## src/rtl/street_light_array_ctrl.sv

```systemverilog
// -----------------------------------------------------------------------------
// street_light_array_ctrl
//
// Adaptive streetlight controller for an array of N_CH lamps.
// - Each lamp is off by day and dim at night.
// - A lamp goes bright while its own vehicle sensor fires. With LOOKAHEAD set,
//   the upstream neighbour's sensor also fires it.
// - Bright is held for HOLD_CYC cycles after the last trigger.
// - Lamp levels ramp toward their target by at most RAMP_STEP per cycle.
// - A shared free-running counter turns each level into a PWM drive.
// - A debounced night flag and an R/G/B status lamp summarise the array.
//
// Ports:
//   clk         in   1            system clock, rising edge
//   rst         in   1            asynchronous active-high reset
//   day         in   1            ambient light sensor, 1 = daylight
//   veh_detect  in   N_CH         per-channel vehicle sensor, level-sensitive
//   lamp_pwm    out  N_CH         per-channel PWM lamp drive (registered)
//   lamp_level  out  N_CH*PWM_W   current level; channel i at [i*PWM_W +: PWM_W]
//   night       out  1            debounced night flag
//   R           out  1            some channel is BRIGHT
//   G           out  1            daytime
//   B           out  1            night and no channel BRIGHT
// -----------------------------------------------------------------------------
module street_light_array_ctrl #(
    parameter int N_CH      = 4,
    parameter int PWM_W     = 8,
    parameter int DIM_LVL   = 64,
    parameter int FULL_LVL  = 255,
    parameter int RAMP_STEP = 8,
    parameter int HOLD_CYC  = 100,
    parameter int DEBOUNCE  = 4,
    parameter int LOOKAHEAD = 1
) (
    input  logic                    clk,
    input  logic                    rst,
    input  logic                    day,
    input  logic [N_CH-1:0]         veh_detect,
    output logic [N_CH-1:0]         lamp_pwm,
    output logic [N_CH*PWM_W-1:0]   lamp_level,
    output logic                    night,
    output logic                    R,
    output logic                    G,
    output logic                    B
);

    typedef enum logic [1:0] {
        ST_OFF    = 2'd0,
        ST_DIM    = 2'd1,
        ST_BRIGHT = 2'd2
    } ch_state_e;

    localparam int HOLD_W  = (HOLD_CYC > 1) ? $clog2(HOLD_CYC) : 1;
    localparam int DEB_W   = (DEBOUNCE > 1) ? $clog2(DEBOUNCE + 1) : 1;
    // A step wider than the whole level range behaves like a jump to target.
    localparam int STEP_CL = (RAMP_STEP > (2 ** PWM_W)) ? (2 ** PWM_W) : RAMP_STEP;

    localparam logic [HOLD_W-1:0] HOLD_LOAD = HOLD_W'(HOLD_CYC - 1);
    localparam logic [DEB_W-1:0]  DEB_LAST  = DEB_W'(DEBOUNCE - 1);
    localparam logic [PWM_W-1:0]  DIM_V     = PWM_W'(DIM_LVL);
    localparam logic [PWM_W-1:0]  FULL_V    = PWM_W'(FULL_LVL);
    localparam logic [PWM_W:0]    STEP_V    = (PWM_W + 1)'(STEP_CL);

    // Input stage and debounce
    logic                 day_q;
    logic [N_CH-1:0]      veh_q;
    logic                 night_q,  night_d;
    logic [DEB_W-1:0]     deb_q,    deb_d;

    // Per-channel state
    logic [N_CH-1:0]      trig_s;
    ch_state_e            state_q [N_CH];
    ch_state_e            state_d [N_CH];
    logic [HOLD_W-1:0]    hold_q  [N_CH];
    logic [HOLD_W-1:0]    hold_d  [N_CH];
    logic [PWM_W-1:0]     level_q [N_CH];
    logic [PWM_W-1:0]     level_d [N_CH];

    // PWM and status
    logic [PWM_W-1:0]     pwm_cnt_q;
    logic [N_CH-1:0]      pwm_q, pwm_d;
    logic                 any_bright_s;
    logic                 r_q, g_q, b_q;

    // Register the raw sensors once; everything downstream uses the registered copies
    always_ff @(posedge clk or posedge rst) begin
        if (rst) begin
            day_q <= 1'b0;
            veh_q <= {N_CH{1'b0}};
        end else begin
            day_q <= day;
            veh_q <= veh_detect;
        end
    end

    // Count consecutive samples that contradict the night flag. The flag flips
    // on the edge where the count would reach DEBOUNCE.
    always_comb begin
        night_d = night_q;
        deb_d   = deb_q;
        if (day_q == night_q) begin
            if (deb_q == DEB_LAST) begin
                night_d = ~night_q;
                deb_d   = DEB_W'(0);
            end else begin
                deb_d   = deb_q + DEB_W'(1);
            end
        end else begin
            deb_d = DEB_W'(0);
        end
    end

    // Night flag and debounce counter registers
    always_ff @(posedge clk or posedge rst) begin
        if (rst) begin
            night_q <= 1'b0;
            deb_q   <= DEB_W'(0);
        end else begin
            night_q <= night_d;
            deb_q   <= deb_d;
        end
    end

    // Channel 0 has no upstream neighbour, so only its own sensor can trigger it
    generate
        for (genvar gi = 0; gi < N_CH; gi++) begin : g_trig
            if (gi == 0) begin : g_first
                assign trig_s[gi] = veh_q[gi];
            end else begin : g_rest
                assign trig_s[gi] = veh_q[gi] | ((LOOKAHEAD != 0) & veh_q[gi-1]);
            end
        end
    endgenerate

    // Per-channel OFF/DIM/BRIGHT next state and hold timer.
    // Daylight forces OFF even when a trigger arrives in the same cycle.
    always_comb begin
        for (int i = 0; i < N_CH; i++) begin
            state_d[i] = state_q[i];
            hold_d[i]  = hold_q[i];
            case (state_q[i])
                ST_OFF: begin
                    if (night_q) begin
                        state_d[i] = ST_DIM;
                    end else begin
                        state_d[i] = ST_OFF;
                    end
                end
                ST_DIM: begin
                    if (!night_q) begin
                        state_d[i] = ST_OFF;
                    end else if (trig_s[i]) begin
                        state_d[i] = ST_BRIGHT;
                        hold_d[i]  = HOLD_LOAD;
                    end else begin
                        state_d[i] = ST_DIM;
                    end
                end
                ST_BRIGHT: begin
                    if (!night_q) begin
                        state_d[i] = ST_OFF;
                        hold_d[i]  = HOLD_W'(0);
                    end else if (trig_s[i]) begin
                        hold_d[i]  = HOLD_LOAD;
                    end else if (hold_q[i] != HOLD_W'(0)) begin
                        hold_d[i]  = hold_q[i] - HOLD_W'(1);
                    end else begin
                        state_d[i] = ST_DIM;
                    end
                end
                default: begin
                    state_d[i] = ST_OFF;
                    hold_d[i]  = HOLD_W'(0);
                end
            endcase
        end
    end

    // Channel state and hold timer registers
    always_ff @(posedge clk or posedge rst) begin
        if (rst) begin
            for (int i = 0; i < N_CH; i++) begin
                state_q[i] <= ST_OFF;
                hold_q[i]  <= HOLD_W'(0);
            end
        end else begin
            for (int i = 0; i < N_CH; i++) begin
                state_q[i] <= state_d[i];
                hold_q[i]  <= hold_d[i];
            end
        end
    end

    // Ramp each level toward its state's target. One extra bit keeps the
    // difference and step arithmetic free of wrap-around.
    always_comb begin : ramp_calc
        logic [PWM_W-1:0] tgt_lvl_v;
        logic [PWM_W:0]   cur_v;
        logic [PWM_W:0]   tgt_v;
        logic [PWM_W:0]   diff_v;
        logic [PWM_W:0]   nxt_v;
        tgt_lvl_v = PWM_W'(0);
        cur_v     = (PWM_W + 1)'(0);
        tgt_v     = (PWM_W + 1)'(0);
        diff_v    = (PWM_W + 1)'(0);
        nxt_v     = (PWM_W + 1)'(0);
        for (int i = 0; i < N_CH; i++) begin
            case (state_q[i])
                ST_OFF:    tgt_lvl_v = PWM_W'(0);
                ST_DIM:    tgt_lvl_v = DIM_V;
                ST_BRIGHT: tgt_lvl_v = FULL_V;
                default:   tgt_lvl_v = PWM_W'(0);
            endcase
            cur_v = {1'b0, level_q[i]};
            tgt_v = {1'b0, tgt_lvl_v};
            if (tgt_v > cur_v) begin
                diff_v = tgt_v - cur_v;
                if (diff_v > STEP_V) begin
                    nxt_v = cur_v + STEP_V;
                end else begin
                    nxt_v = tgt_v;
                end
            end else if (cur_v > tgt_v) begin
                diff_v = cur_v - tgt_v;
                if (diff_v > STEP_V) begin
                    nxt_v = cur_v - STEP_V;
                end else begin
                    nxt_v = tgt_v;
                end
            end else begin
                diff_v = (PWM_W + 1)'(0);
                nxt_v  = cur_v;
            end
            level_d[i] = nxt_v[PWM_W-1:0];
        end
    end

    // Level registers
    always_ff @(posedge clk or posedge rst) begin
        if (rst) begin
            for (int i = 0; i < N_CH; i++) begin
                level_q[i] <= PWM_W'(0);
            end
        end else begin
            for (int i = 0; i < N_CH; i++) begin
                level_q[i] <= level_d[i];
            end
        end
    end

    // PWM compare. A strict less-than keeps level 0 permanently dark.
    always_comb begin
        pwm_d = {N_CH{1'b0}};
        for (int i = 0; i < N_CH; i++) begin
            pwm_d[i] = (pwm_cnt_q < level_q[i]);
        end
    end

    // Free-running PWM counter and registered lamp drive
    always_ff @(posedge clk or posedge rst) begin
        if (rst) begin
            pwm_cnt_q <= PWM_W'(0);
            pwm_q     <= {N_CH{1'b0}};
        end else begin
            pwm_cnt_q <= pwm_cnt_q + PWM_W'(1);
            pwm_q     <= pwm_d;
        end
    end

    // OR-reduce the channel states for the status lamp
    always_comb begin
        any_bright_s = 1'b0;
        for (int i = 0; i < N_CH; i++) begin
            any_bright_s = any_bright_s | (state_q[i] == ST_BRIGHT);
        end
    end

    // Status lamp registers, one cycle behind night and the channel states
    always_ff @(posedge clk or posedge rst) begin
        if (rst) begin
            r_q <= 1'b0;
            g_q <= 1'b0;
            b_q <= 1'b0;
        end else begin
            r_q <= any_bright_s;
            g_q <= ~night_q;
            b_q <= night_q & ~any_bright_s;
        end
    end

    generate
        for (genvar gi = 0; gi < N_CH; gi++) begin : g_level_out
            assign lamp_level[gi*PWM_W +: PWM_W] = level_q[gi];
        end
    endgenerate

    assign lamp_pwm = pwm_q;
    assign night    = night_q;
    assign R        = r_q;
    assign G        = g_q;
    assign B        = b_q;

endmodule

```

## config.mk

```make
export PLATFORM = sky130hd
export DESIGN_NAME = street_light_array_ctrl
export DESIGN_NICKNAME = d
export VERILOG_FILES = /design/src/rtl/street_light_array_ctrl.sv
export SDC_FILE = /design/constraint.sdc
export NUM_CORES = 1
export LEC_CHECK = 0
export ABC_AREA = 0
export BUFFER_PORTS_ARGS = -buffer_cell sky130_fd_sc_hd__clkbuf_2
export CORE_MARGIN = 2
export CORE_UTILIZATION = 68
export DETAILED_ROUTE_END_ITERATION = 10
export PLACE_DENSITY = 0.87
export SLEW_MARGIN = 15
export SYNTH_ARGS = -nofsm -noshare
export SYNTH_HDL_FRONTEND = slang
export SYNTH_SLANG_ARGS = --single-unit
```

## constraint.sdc

```tcl
create_clock -name clk -period 5.24 [get_ports clk]
set_input_delay 0.524 -clock clk [delete_from_list [all_inputs] [get_ports clk]]
set_output_delay 0.524 -clock clk [all_outputs]
set_load 0.01 [all_outputs]
```

; ---- Word-level counts from Yosys, hierarchy flattened
; Index checks and enable logic that the tools add are counted.
; W data, S select, Z words.
[word_totals]
ram_bits = 0
reg_bits = 92
mem_bits_ro = 0
elab_cells = 198
memories = 0
in_bits = 7
latchBits = 0
output_inout_bits = 40
[op_classes]
order_cmp = 20
addsub = 22
n_mul = 0
muxes = 71
n_reduce_logical = 21
shift = 0
n_eq_ne = 30
div_mod_pow = 0
n_bitwise = 13
[op_table]
columns = op, n
row1 = $mux W7, 20
row2 = $mux W8, 16
row3 = $pmux W7 S3, 4
row4 = $gt A9 B4 Y1 const B, 8
row5 = $sub A8 B8 Y9, 8
row6 = $gt A8 B8 Y1, 8
row7 = $pmux W8 S2, 4
row8 = $mux W2, 20
row9 = $add A8 B4 Y8 const B, 4
row10 = $lt A8 B8 Y1, 4
row11 = $sub A8 B4 Y8 const B, 4
row12 = $reduce_bool A7 Y1, 4
row13 = $sub A7 B1 Y7 const B, 4
row14 = $ne A3 B3 Y1 const B, 8
row15 = $pmux W2 S3, 4
row16 = $ne A2 B2 Y1 const B, 8
row17 = $ne A4 B4 Y1 const B, 4
row18 = $reduce_and A4 Y1, 4
row19 = $reduce_and A2 Y1, 5
row20 = $add A8 B1 Y8 const B, 1
row21 = $eq A2 B1 Y1 const B, 4
row22 = $eq A2 B2 Y1 const B, 4
row23 = $logic_not A2 Y1, 4
row24 = $reduce_bool A2 Y1, 4
row25 = 8 further kinds, 19

; ---- Depth between registers and ports, before layout
; Gate-level depths: netlist of the first run.
[logic_depth]
depth_word = 7
mapped_depth = 13
mapped_depth_nobuf = 12

; ---- Least setup slack after synthesis of the first run
; OpenSTA, ideal clock, no wires.
[synth_timing]
path_kind = register to register
startpoint = register state_q[0] in the netlist's numbering
endpoint = register level_q (netlist bit lamp_level[29])
path_slack_ns = 2.038
path_buffers = 1
synth_period_minus_slack_ns = 3.202
setup_time_ns = 0.111
required_ns = 5.129
t_arrival_ns = 3.091
path_stages_with_launch = 12
path_cell_list = dfrtp_1 inv_1 ha_1 inv_1 ha_1 buf_2 a221oi_1 mux2_2 a211oi_1 nand2_1 a32o_1 a222oi_1
[synth_between]
elab_chain_len = 7
word_cells_on_any_way = 14
cone_classes = add/sub (2) / order compare (4) / eq/ne (2) / mux (5) / reduce/logical (1)
[synth_lines]
columns = element, line_no
row1 = start: declaration, 72  ; ch_state_e state_q [N_CH];
row2 = start signal: indexed assignment, 188  ; state_q[i] <= state_d[i];
row3 = $eq A2 B2 Y1 or $eq A2 B1 Y1 (tied branches), 208  ; case (state_q[i])
row4 = $pmux W8 S2 *, 208
row5 = $sub A8 B8 Y9, 224  ; diff_v = cur_v - tgt_v;
row6 = $gt A9 B4 Y1, 225  ; if (diff_v > STEP_V) begin
row7 = $mux W8, 225
row8 = $mux W8, 223  ; end else if (cur_v > tgt_v) begin
row9 = $mux W8, 216  ; if (tgt_v > cur_v) begin
row10 = end signal: indexed assignment, 246  ; level_q[i] <= level_d[i];
row11 = end: declaration, 76  ; logic [PWM_W-1:0] level_q [N_CH];
; Mark *: on every way between the ends. The rest lies on a longest branch, timed or not. The select of a mux whose other input is x is not followed.
; A chain may end at the register's enable or synchronous reset.

; ---- Worst setup path after layout of the first run
[layout_timing]
startpoint = register state_q[6] in the netlist's numbering
endpoint = register level_q (netlist bit lamp_level[6])
; The elaborated chain is that of the path after synthesis.

==> results of run 1 <==
final cells by class:
class | count | area, um^2
Multi-Input combinational cell | 827 | 5950
Fill cell | 919 | 3060
Sequential cell | 84 | 2100
Inverter | 71 | 268
Timing Repair Buffer | 47 | 238
Clock buffer | 12 | 236
Tap cell | 168 | 210
Clock inverter | 4 | 50.0
cell usage after synthesis (11+ instances only):
library cell and n:
ha_1 121, a21o_1 25, buf_2 13, nand2b_1 22, a31oi_1 11, dfrtp_1 84, o211ai_1 15, a21oi_1 81
nand2_1 74, nand4_1 14, clkbuf_1 12, nor2_1 58, inv_1 70, xor2_1 13, mux2i_1 18, xnor2_1 21
o21ai_1 17, nor2b_1 21, nor3_1 26, nand3_1 19, o21ai_0 85
worst max-delay path, stage by stage (launching register included):
cell	delay [ns]
dfrtp_1	0.41
inv_1	0.14
ha_1	0.49
inv_1	0.28
ha_1	0.33
nand2b_1	0.17
a21oi_1	0.26
o21ai_1	0.16
a211o_1	0.44
a21oi_1	0.36
o21ai_0	0.20
a32oi_1	0.19
o22ai_1	0.09
sequential cells by signal, summed over array words and instances, names as in the netlist, 3 cells and up:
register    flops
pwm_cnt_q       8
state_q         8
lamp_level     24
lamp_pwm        4
hold_q         28
deb_q           3
veh_q           4
stage by stage:
step                util (%)  instance area, um^2  instances  setup WS [ns]  hold WS (ns)
global route            74.7                 9050       1213           1.35         0.211
global placement        72.4                 8760       1197           1.76         0.435
detailed placement      72.4                 8760       1197           1.66         0.433
floorplan                  -                 8530       1020           2.04         0.416
CTS                     74.7                 9050       1213           1.65         0.189
finish                  74.7                 9050       1213           1.60         0.177
power groups by stage:
stage               registers [mW]  clock network [mW]  logic, mW
floorplan                     1.09                   0       3.58
global placement              1.12                   0       4.37
detailed placement            1.13                   0       4.45
CTS                           1.12               0.640       4.49
global route                  1.16               0.668       5.05
finish                        1.13               0.639       4.57
placed cells by master, fill, tap and decap left out, drive strengths merged, types with 11 or more instances in the layout:
cell type,instances
ha,121
o21ai,106
dfrtp,84
a21oi,82
nand2,77
inv,69
nor2,58
clkbuf,58
nor3,27
a21o,25
nand2b,22
nor2b,22
xnor2,21
nand3,19
mux2i,19
o211ai,17
nand4,14
xor2,13
a31oi,11
routing by layer:
metal | vias up | wire, um | GRT usage [%] | share of wire (%)
met1 | 3729 | 9460 | 43.1 | 46
met2 | 275 | 9730 | 50.9 | 47
met5 | - | 0 | 0 | 0
met3 | 50 | 1030 | 4.55 | 5.0
met4 | 0 | 476 | 11.3 | 2.3
li1 | 3752 | - | - | -
kinds of logic (layout without fill, tap and decap cells):
| group | Yosys count | in the layout | share of synthesized area, % |
|---|---|---|---|
| compound gates | 346 | 346 | 26.7 |
| simple gates | 299 | 299 | 18.4 |
| fa+ha+maj | 121 | 121 | 17.8 |
| buf+inv | 109 | 134 | 5.62 |
| flops | 84 | 84 | 24.6 |
| xor+xnor | 34 | 34 | 3.49 |
| mux | 27 | 27 | 3.48 |
path summary, 6_finish.rpt:
path                            slack (ns)       endpoint
worst max-delay path                  1.60  lamp_level[6]
worst min-delay path                  0.18     hold_q[22]
worst max register to register        1.60  lamp_level[6]
worst min register to register        0.45       deb_q[0]
max in group asynchronous             3.96       deb_q[0]
min in group clk                      0.28       veh_q[3]
==> flow_metrics.env, run 1 <==
export IMPL_outcome="complete, no violations"
export IMPL_slew_limit_headroom_pct=33.9
export IMPL_cts_root_buffer="clkbuf_16"
export IMPL_yosysTopAreaCell="dfrtp_1"
export IMPL_drt_iter0_drc=821
export IMPL_totalPowerFinal_mw=6.33
export IMPL_dieArea_um2=13500
export IMPL_grt_max_degree=57
export IMPL_nNetsFinal=1168
export IMPL_switching_power_mw=3.26
export IMPL_cap_violations=0
export IMPL_grt_pass1_vias=7170
export IMPL_dieWidth_um=116
export IMPL_worst_slew_pin_slew_ns=0.987
export IMPL_portBuffers=46
export IMPL_hp_class="primary input to async pin"
export IMPL_p_seq_share_pct=17.8
export IMPL_finalSetupViolCount=0
export IMPL_clk_path_buf_depth=2
export IMPL_cp_start_kind="register"
export IMPL_n_antenna_cell=0
export IMPL_drc=0
export IMPL_p_per_area_nw_per_um2=700
export IMPL_arrival_ns=3.86
export IMPL_synth_area_per_cell_um2=8.36
export IMPL_synth_edf_count=0
export IMPL_fmax_ghz=0.275
export IMPL_syn_inst=1020
export IMPL_detail_route_antenna_nets=0
export IMPL_yosysTopAreaCellShare_pct=24.6
export IMPL_ys_warnings_count=0
export IMPL_async_flop_share_pct=100
export IMPL_antenna_found_initial=0
export IMPL_critical_path_max_fanout=13
export IMPL_cp_startpoint="state_q[6]"
export IMPL_r2r_cells=12
export IMPL_rows=40
export IMPL_via_count=7806
export IMPL_crit_required_ns=5.46
export IMPL_ys_seq_area_share_pct=24.6
export IMPL_finalSetupTns_ns=0
export IMPL_dr_pass1_iters=6
export IMPL_path_class="register to register"
export IMPL_initial_utilization_pct=70.4
export IMPL_viasPerCell=6.44
export IMPL_ys_flop_type="dfrtp_1"
export IMPL_drive_gt1_share_pct=9.47
export IMPL_dieHeight_um=116
export IMPL_rsz0062_at_grt="false"
export IMPL_synth_top_cells_by_area="dfrtp_1 (25%), ha_1 (18%), o21ai_0 (5.0%), a21oi_1 (4.8%), nand2_1 (3.3%)"
export IMPL_wl_per_cell_um=17.1
export IMPL_cts_sinks=84
export IMPL_ir_drop_mv=0.432
export IMPL_clkSlewWorstSetupHoldPaths_ns=0.06
export IMPL_coreArea_um2=12100
export IMPL_crit_path_end_kind="register"
export IMPL_hold_violations=0
export IMPL_post_cts_setup_buffers=0
export IMPL_cts_repair_resized=0
export IMPL_period_minus_slack_ns=3.64
export IMPL_cts_hold_buf=0
export IMPL_reg2reg_from="state_q[6]"
export IMPL_clock_skew_final_ns=0.00855
export IMPL_dpl_hpwl_um=15100
export IMPL_slew_viol_final=0
export IMPL_gp_congestion=0.941
export IMPL_switching_share_pct=51.5
export IMPL_grt_pass1_wl_um=34400
export IMPL_synth_seq_cells=84
export IMPL_syn_num_nets=1148
export IMPL_clockPowerShare_pct=10.1
export IMPL_ys_types=91
export IMPL_clkLatencyLatePin_ns=0.35
export IMPL_io_pins=47
export IMPL_cts_tree="yes"
export IMPL_grt_usage_pct=31.4
export IMPL_syn_cell_area_um2=8530
export IMPL_overflow=0
export IMPL_internal_power_mw=3.07
export IMPL_h_tree_depth=3
export IMPL_routed_wl_um=20700
export IMPL_power_leakage_nw=4.17
export IMPL_numCtsBuffers=9
export IMPL_syn_to_final_growth_pct=6.13
export IMPL_combinationalPowerShare_pct=72.1
export IMPL_timing_final_crit_share_pct=69.4
(Power assumes the default switching activity.)
==> run 2: changes to the inputs <==
Settings changed: CORE_UTILIZATION 68 to 63, PLACE_DENSITY 0.87 to 0.82.
Clock period 5.24 ns to 3.5 ns, I/O delays scaled along.
==> run 2 against run 1 <==
Worst hold slack lost 0.13 ns. Total power grew 56%. Worst setup slack lost 1.4 ns. Design area grew 3.5%. Core utilization shrank 4.0 points. Via count grew 1.5%. Register-to-register slack lost 1.4 ns. Clock power grew 66%. Sequential cell count is the same. Highest routed layer unchanged.
==> flow_metrics.env, run 2 (same netlist as run 1, synthesis figures left out) <==
export IMPL_outcome="complete, no violations"
export IMPL_grt_pass1_vias=7243
export IMPL_r2r_cells=10
export IMPL_numCtsBuffers=9
export IMPL_drc=0
export IMPL_via_count=7923
export IMPL_r2r_end="lamp_level[29]"
export IMPL_cp_start_kind="register"
export IMPL_grt_pass1_wl_um=35200
export IMPL_p_per_area_nw_per_um2=1050
export IMPL_timing_final_crit_share_pct=95.3
export IMPL_power_leakage_nw=4.35
export IMPL_clkLatencyLatePin_ns=0.36
export IMPL_finalSetupTns_ns=0
export IMPL_detail_route_antenna_nets=0
export IMPL_cts_sinks=84
export IMPL_grt_usage_pct=29.8
export IMPL_viasPerCell=6.32
export IMPL_grtUsageMet1_pct=41.2
export IMPL_routed_wl_um=21100
export IMPL_period_minus_slack_ns=3.33
export IMPL_drive_gt1_share_pct=12.7
export IMPL_groute_layer_met2_usage_pct=48.3
export IMPL_reg2reg_from="state_q[0]"
export IMPL_h_tree_depth=3
export IMPL_coreArea_um2=13200
export IMPL_cp_endpoint="lamp_level[29]"
export IMPL_cts_hold_buf=0
export IMPL_max_stage_delay_ns=0.41
export IMPL_hp_class="primary input to async pin"
export IMPL_dpl_hpwl_um=15500
export IMPL_multi_input_area_um2=5970
export IMPL_cts_tree="yes"
export IMPL_path_class="register to register"
export IMPL_wl_per_cell_um=16.8
export IMPL_cap_violations=0
export IMPL_dieArea_um2=14500
export IMPL_initial_utilization_pct=64.4
export IMPL_rows=42
export IMPL_fillers=1082
export IMPL_grt_busiest_layer="met2"
export IMPL_clk_path_buf_depth=2
export IMPL_clock_skew_final_ns=0.00669
export IMPL_dieHeight_um=120
export IMPL_portBuffers=46
export IMPL_crit_required_ns=3.74
export IMPL_dr_pass1_iters=5
export IMPL_cts_root_buffer="clkbuf_16"
export IMPL_nNetsFinal=1200
export IMPL_overflow=0
export IMPL_critical_path_max_fanout=9
export IMPL_fmax_ghz=0.300
export IMPL_n_antenna_cell=0
export IMPL_crit_path_end_kind="register"
export IMPL_utilization_pct=70.7
export IMPL_mostFrequentLayoutCells="ha_1 (118), o21ai_0 (85), dfrtp_1 (84), a21oi_1 (81), nand2_1 (74)"
export IMPL_ir_drop_mv=0.673
export IMPL_largest_register_ffs=28
export IMPL_io_pins=47
export IMPL_drt_iter0_drc=731
export IMPL_use_met3_pct=3.58
export IMPL_final_common_cell="ha_1"
export IMPL_finalSetupViolCount=0
export IMPL_seq_area_um2=2100
export IMPL_cp_startpoint="state_q[0]"
export IMPL_rsz0062_at_grt="false"
export IMPL_cp_cell_sequence="inv_1 > ha_1 > inv_1 > ha_1 > a221oi_1 > mux2_2 > a211oi_1 > nand2_1 > a32o_1 > a222oi_1"
export IMPL_slew_limit_headroom_pct=35.3
export IMPL_slew_viol_final=0
export IMPL_syn_to_final_growth_pct=9.80
export IMPL_worst_slew_pin_slew_ns=0.971
export IMPL_reg2reg_slack_ns=0.17
export IMPL_arrival_ns=3.58
export IMPL_antenna_found_initial=0
export IMPL_clkSlewWorstSetupHoldPaths_ns=0.06
export IMPL_dieWidth_um=120
export IMPL_grt_max_degree=40
export IMPL_top_register="hold_q"
export IMPL_hold_violations=0
export IMPL_gp_congestion=0.952
export IMPL_slowest_stage="dfrtp_1"
run 2: worst min path at each step:
stage,endpoint,slack (ns),cells past startpoint
6_report,hold_q[22],0.05,2
5_1_grt,veh_q[0],0.09,1
4_1_cts,hold_q[23],0.08,2
3_5_place_dp,deb_q[0],0.44,1
3_3_place_gp,deb_q[0],0.43,1
2_1_floorplan,day_q,0.38,0
run 2: layer usage:
metal / vias up / wire, um
met5: - / 0
met4: 0 / 476
met3: 40 / 1180
met2: 290 / 9830
met1: 3773 / 9600
li1: 3820 / -
run 2: cell type report:
cell class	count	share of cell area, %
sequential	84	22.4
clock inverter	5	0.909
tap	176	2.35
clock buffer	11	2.59
timing repair buffer	79	5.10
inverter	71	2.86
multi-input combinational	827	63.7
run 2: power breakdown:
part,internal [mW],switching [mW]
Sequential,1.28,0.340
Combinational,2.98,4.21
Clock,0.647,0.409
Total,4.90,4.96
run 2: worst max-delay path: cells and delay by family (launching register included):
family / cells / cell delay [ns]
compound gates: 4 / 1.24
fa+ha+maj: 2 / 0.60
buf+inv: 2 / 0.37
flops: 1 / 0.41
mux: 1 / 0.37
simple gates: 1 / 0.22
run 2: repair_timing:
action | 4_1_cts | 5_1_grt
resized for setup | 0 | 5
buffers inserted | 0 | 1
endpoints found under the setup margin | 0 | 7
run 2: through the flow:
stage / setup slack (ns) / hold WS [ns] / total power [mW] / area [um^2] / std cells
2_1_floorplan: 0.298 / 0.381 / 7.00 / 8530 / 1020
3_3_place_gp: 0.348 / 0.433 / 8.46 / 9010 / 1236
3_5_place_dp: 0.228 / 0.444 / 8.60 / 9010 / 1236
4_1_cts: 0.206 / 0.0770 / 9.72 / 9340 / 1252
5_1_grt: 0.0148 / 0.0924 / 10.7 / 9360 / 1253
6_report: 0.165 / 0.0475 / 9.86 / 9360 / 1253
==> run 3: changes to the inputs <==
Settings changed: CORE_UTILIZATION 63 to 55, PLACE_DENSITY 0.82 to 0.73.
==> run 3 against run 2 <==
Sequential power about the same. Register-to-register slack better by 0.07 ns. Fmax increased by 2.2%. Via count is 2.8% lower. Global-route usage is 4.6 points lower. Largest power group unchanged. Cell count up 0.32%. Die area is 14% higher. Count of clock-buffer cells in the layout unchanged. Critical path type unchanged. First-iteration DRC count is 21% lower. Clock power shrank 11%. Design area is 0.71% lower.
==> flow_metrics.env, run 3 (same netlist as run 1, synthesis figures left out) <==
export IMPL_outcome="complete, no violations"
export IMPL_mostFrequentLayoutCells="ha_1 (118), o21ai_0 (85), dfrtp_1 (84), a21oi_1 (81), nand2_1 (74)"
export IMPL_power_leakage_nw=4.31
export IMPL_p_per_area_nw_per_um2=1040
export IMPL_initial_utilization_pct=56.1
export IMPL_critical_path_max_fanout=14
export IMPL_top_register="hold_q"
export IMPL_slew_limit_headroom_pct=36.8
export IMPL_cts_sinks=84
export IMPL_syn_to_final_growth_pct=9.02
export IMPL_fmax_ghz=0.307
export IMPL_period_minus_slack_ns=3.26
export IMPL_fillers=1330
export IMPL_coreArea_um2=15200
export IMPL_final_common_cell="ha_1"
export IMPL_drc=0
export IMPL_dieHeight_um=129
export IMPL_n_antenna_cell=0
export IMPL_dpl_hpwl_um=15200
export IMPL_clk_path_buf_depth=2
export IMPL_finalSetupViolCount=0
export IMPL_max_stage_delay_ns=0.47
export IMPL_worst_slew_pin_slew_ns=0.948
export IMPL_rsz0062_at_grt="false"
export IMPL_cp_cell_sequence="inv_1 > ha_1 > buf_4 > ha_2 > nand2_1 > o21ai_0 > xor2_1 > nor4_1 > nand2_1 > a32o_1 > a222oi_1"
export IMPL_clkLatencyLatePin_ns=0.34
export IMPL_detail_route_antenna_nets=0
export IMPL_largest_register_ffs=28
export IMPL_drt_iter0_drc=578
export IMPL_finalSetupTns_ns=0
export IMPL_totalPowerFinal_mw=9.64
export IMPL_final_area_um2=9300
export IMPL_path_class="register to register"
export IMPL_dieArea_um2=16500
export IMPL_finalWorstSetupSlack_ns=0.238
export IMPL_clkSlewWorstSetupHoldPaths_ns=0.06
export IMPL_hold_violations=0
export IMPL_dpl_cell_area_um2=9000
export IMPL_routed_wl_um=20500
export IMPL_drive_gt1_share_pct=12.1
export IMPL_gp_congestion=0.936
export IMPL_via_count=7701
export IMPL_cap_violations=0
export IMPL_crit_top_cell="nand2_1"
export IMPL_cts_tree="yes"
export IMPL_io_pins=47
export IMPL_cp_start_kind="register"
export IMPL_slew_viol_final=0
export IMPL_antenna_found_initial=0
export IMPL_post_cts_setup_buffers=0
export IMPL_dpl_cell_count=1244
export IMPL_h_tree_depth=3
export IMPL_grt_pass1_vias=7045
export IMPL_place_ws_ns=0.220
export IMPL_grt_max_degree=85
export IMPL_dieWidth_um=129
export IMPL_dr_pass1_iters=5
export IMPL_nNetsFinal=1195
export IMPL_portBuffers=46
export IMPL_viasPerCell=6.13
export IMPL_overflow=0
export IMPL_layout_cells_non_filler=1257
export IMPL_grt_pass1_wl_um=34200
export IMPL_wl_per_cell_um=16.3
export IMPL_ir_drop_mv=0.644
export IMPL_grt_usage_pct=25.2
export IMPL_crit_path_end_kind="register"
export IMPL_timing_final_crit_share_pct=93.2
export IMPL_hp_class="primary input to async pin"
export IMPL_clock_skew_final_ns=0.00569
export IMPL_cts_root_buffer="clkbuf_16"
export IMPL_numCtsBuffers=9
export IMPL_arrival_ns=3.49
export IMPL_slowest_stage="ha_2"
export IMPL_rows=45
export IMPL_crit_required_ns=3.73
==> run 3: cell types whose count changed in the layout (fill, tap and decap cells not counted), sizes merged <==
cell	delta
bufinv	-1
buf	-5
clkinv	-2
==> run 3: final timing paths <==
| path | startpoint | end | slack (ns) | cells after the start |
|---|---|---|---|---|
| worst max-delay path | state_q[0] | lamp_level[29] | 0.24 | 11 |
| worst min-delay path | rst | hold_q[23] | 0.07 | 3 |
| worst max register to register | state_q[0] | lamp_level[29] | 0.24 | 11 |
| worst min register to register | deb_q[0] | deb_q[0] | 0.44 | 1 |
| max in group asynchronous | rst | lamp_level[4] | 3.07 | 3 |
| min in group clk | veh_detect[2] | veh_q[2] | 0.11 | 1 |
==> run 3: metrics by stage <==
stage | util, % | hold WS (ns)
2_1_floorplan | - | 0.381
3_3_place_gp | 59.2 | 0.432
3_5_place_dp | 59.2 | 0.441
4_1_cts | 61.1 | 0.101
5_1_grt | 61.2 | 0.0970
6_report | 61.2 | 0.0698
==> run 3: power by group <==
| group | switching (mW) | internal (mW) |
|---|---|---|
| combinational | 4.10 | 2.96 |
| sequential | 0.353 | 1.28 |
| clock | 0.379 | 0.561 |
| total | 4.84 | 4.80 |
==> run 3: final cells by class <==
cell class,instances,area [um^2],area share (%)
multi-input combinational,827,5960,64.1
inverter,71,268,2.88
timing repair buffer,74,453,4.87
sequential,84,2100,22.6
clock buffer,11,243,2.61
clock inverter,2,37.5,0.404
tap,188,235,2.53
==> run 3: routing by layer <==
metal / global-route usage, % / wire length [um] / part of all wire (%) / up-vias
li1: - / - / - / 3818
met1: 35.8 / 9770 / 48 / 3657
met2: 40.3 / 9560 / 47 / 193
met3: 3.37 / 865 / 4.2 / 33
met4: 7.42 / 321 / 1.6 / 0
met5: 0 / 0 / 0 / -
==> run 3: repair_timing <==
item,CTS,global route
gates resized for setup,0,4
endpoints found under the setup margin,0,5
hold buffers,0,0
==> run 3: worst max-delay path: cells and delay by family (launching register included) <==
kind,cells,cell delay (ns)
compound gates,3,0.84
simple gates,3,0.80
fa+ha+maj,2,0.74
flops,1,0.39
buf+inv,2,0.29
xor+xnor,1,0.09
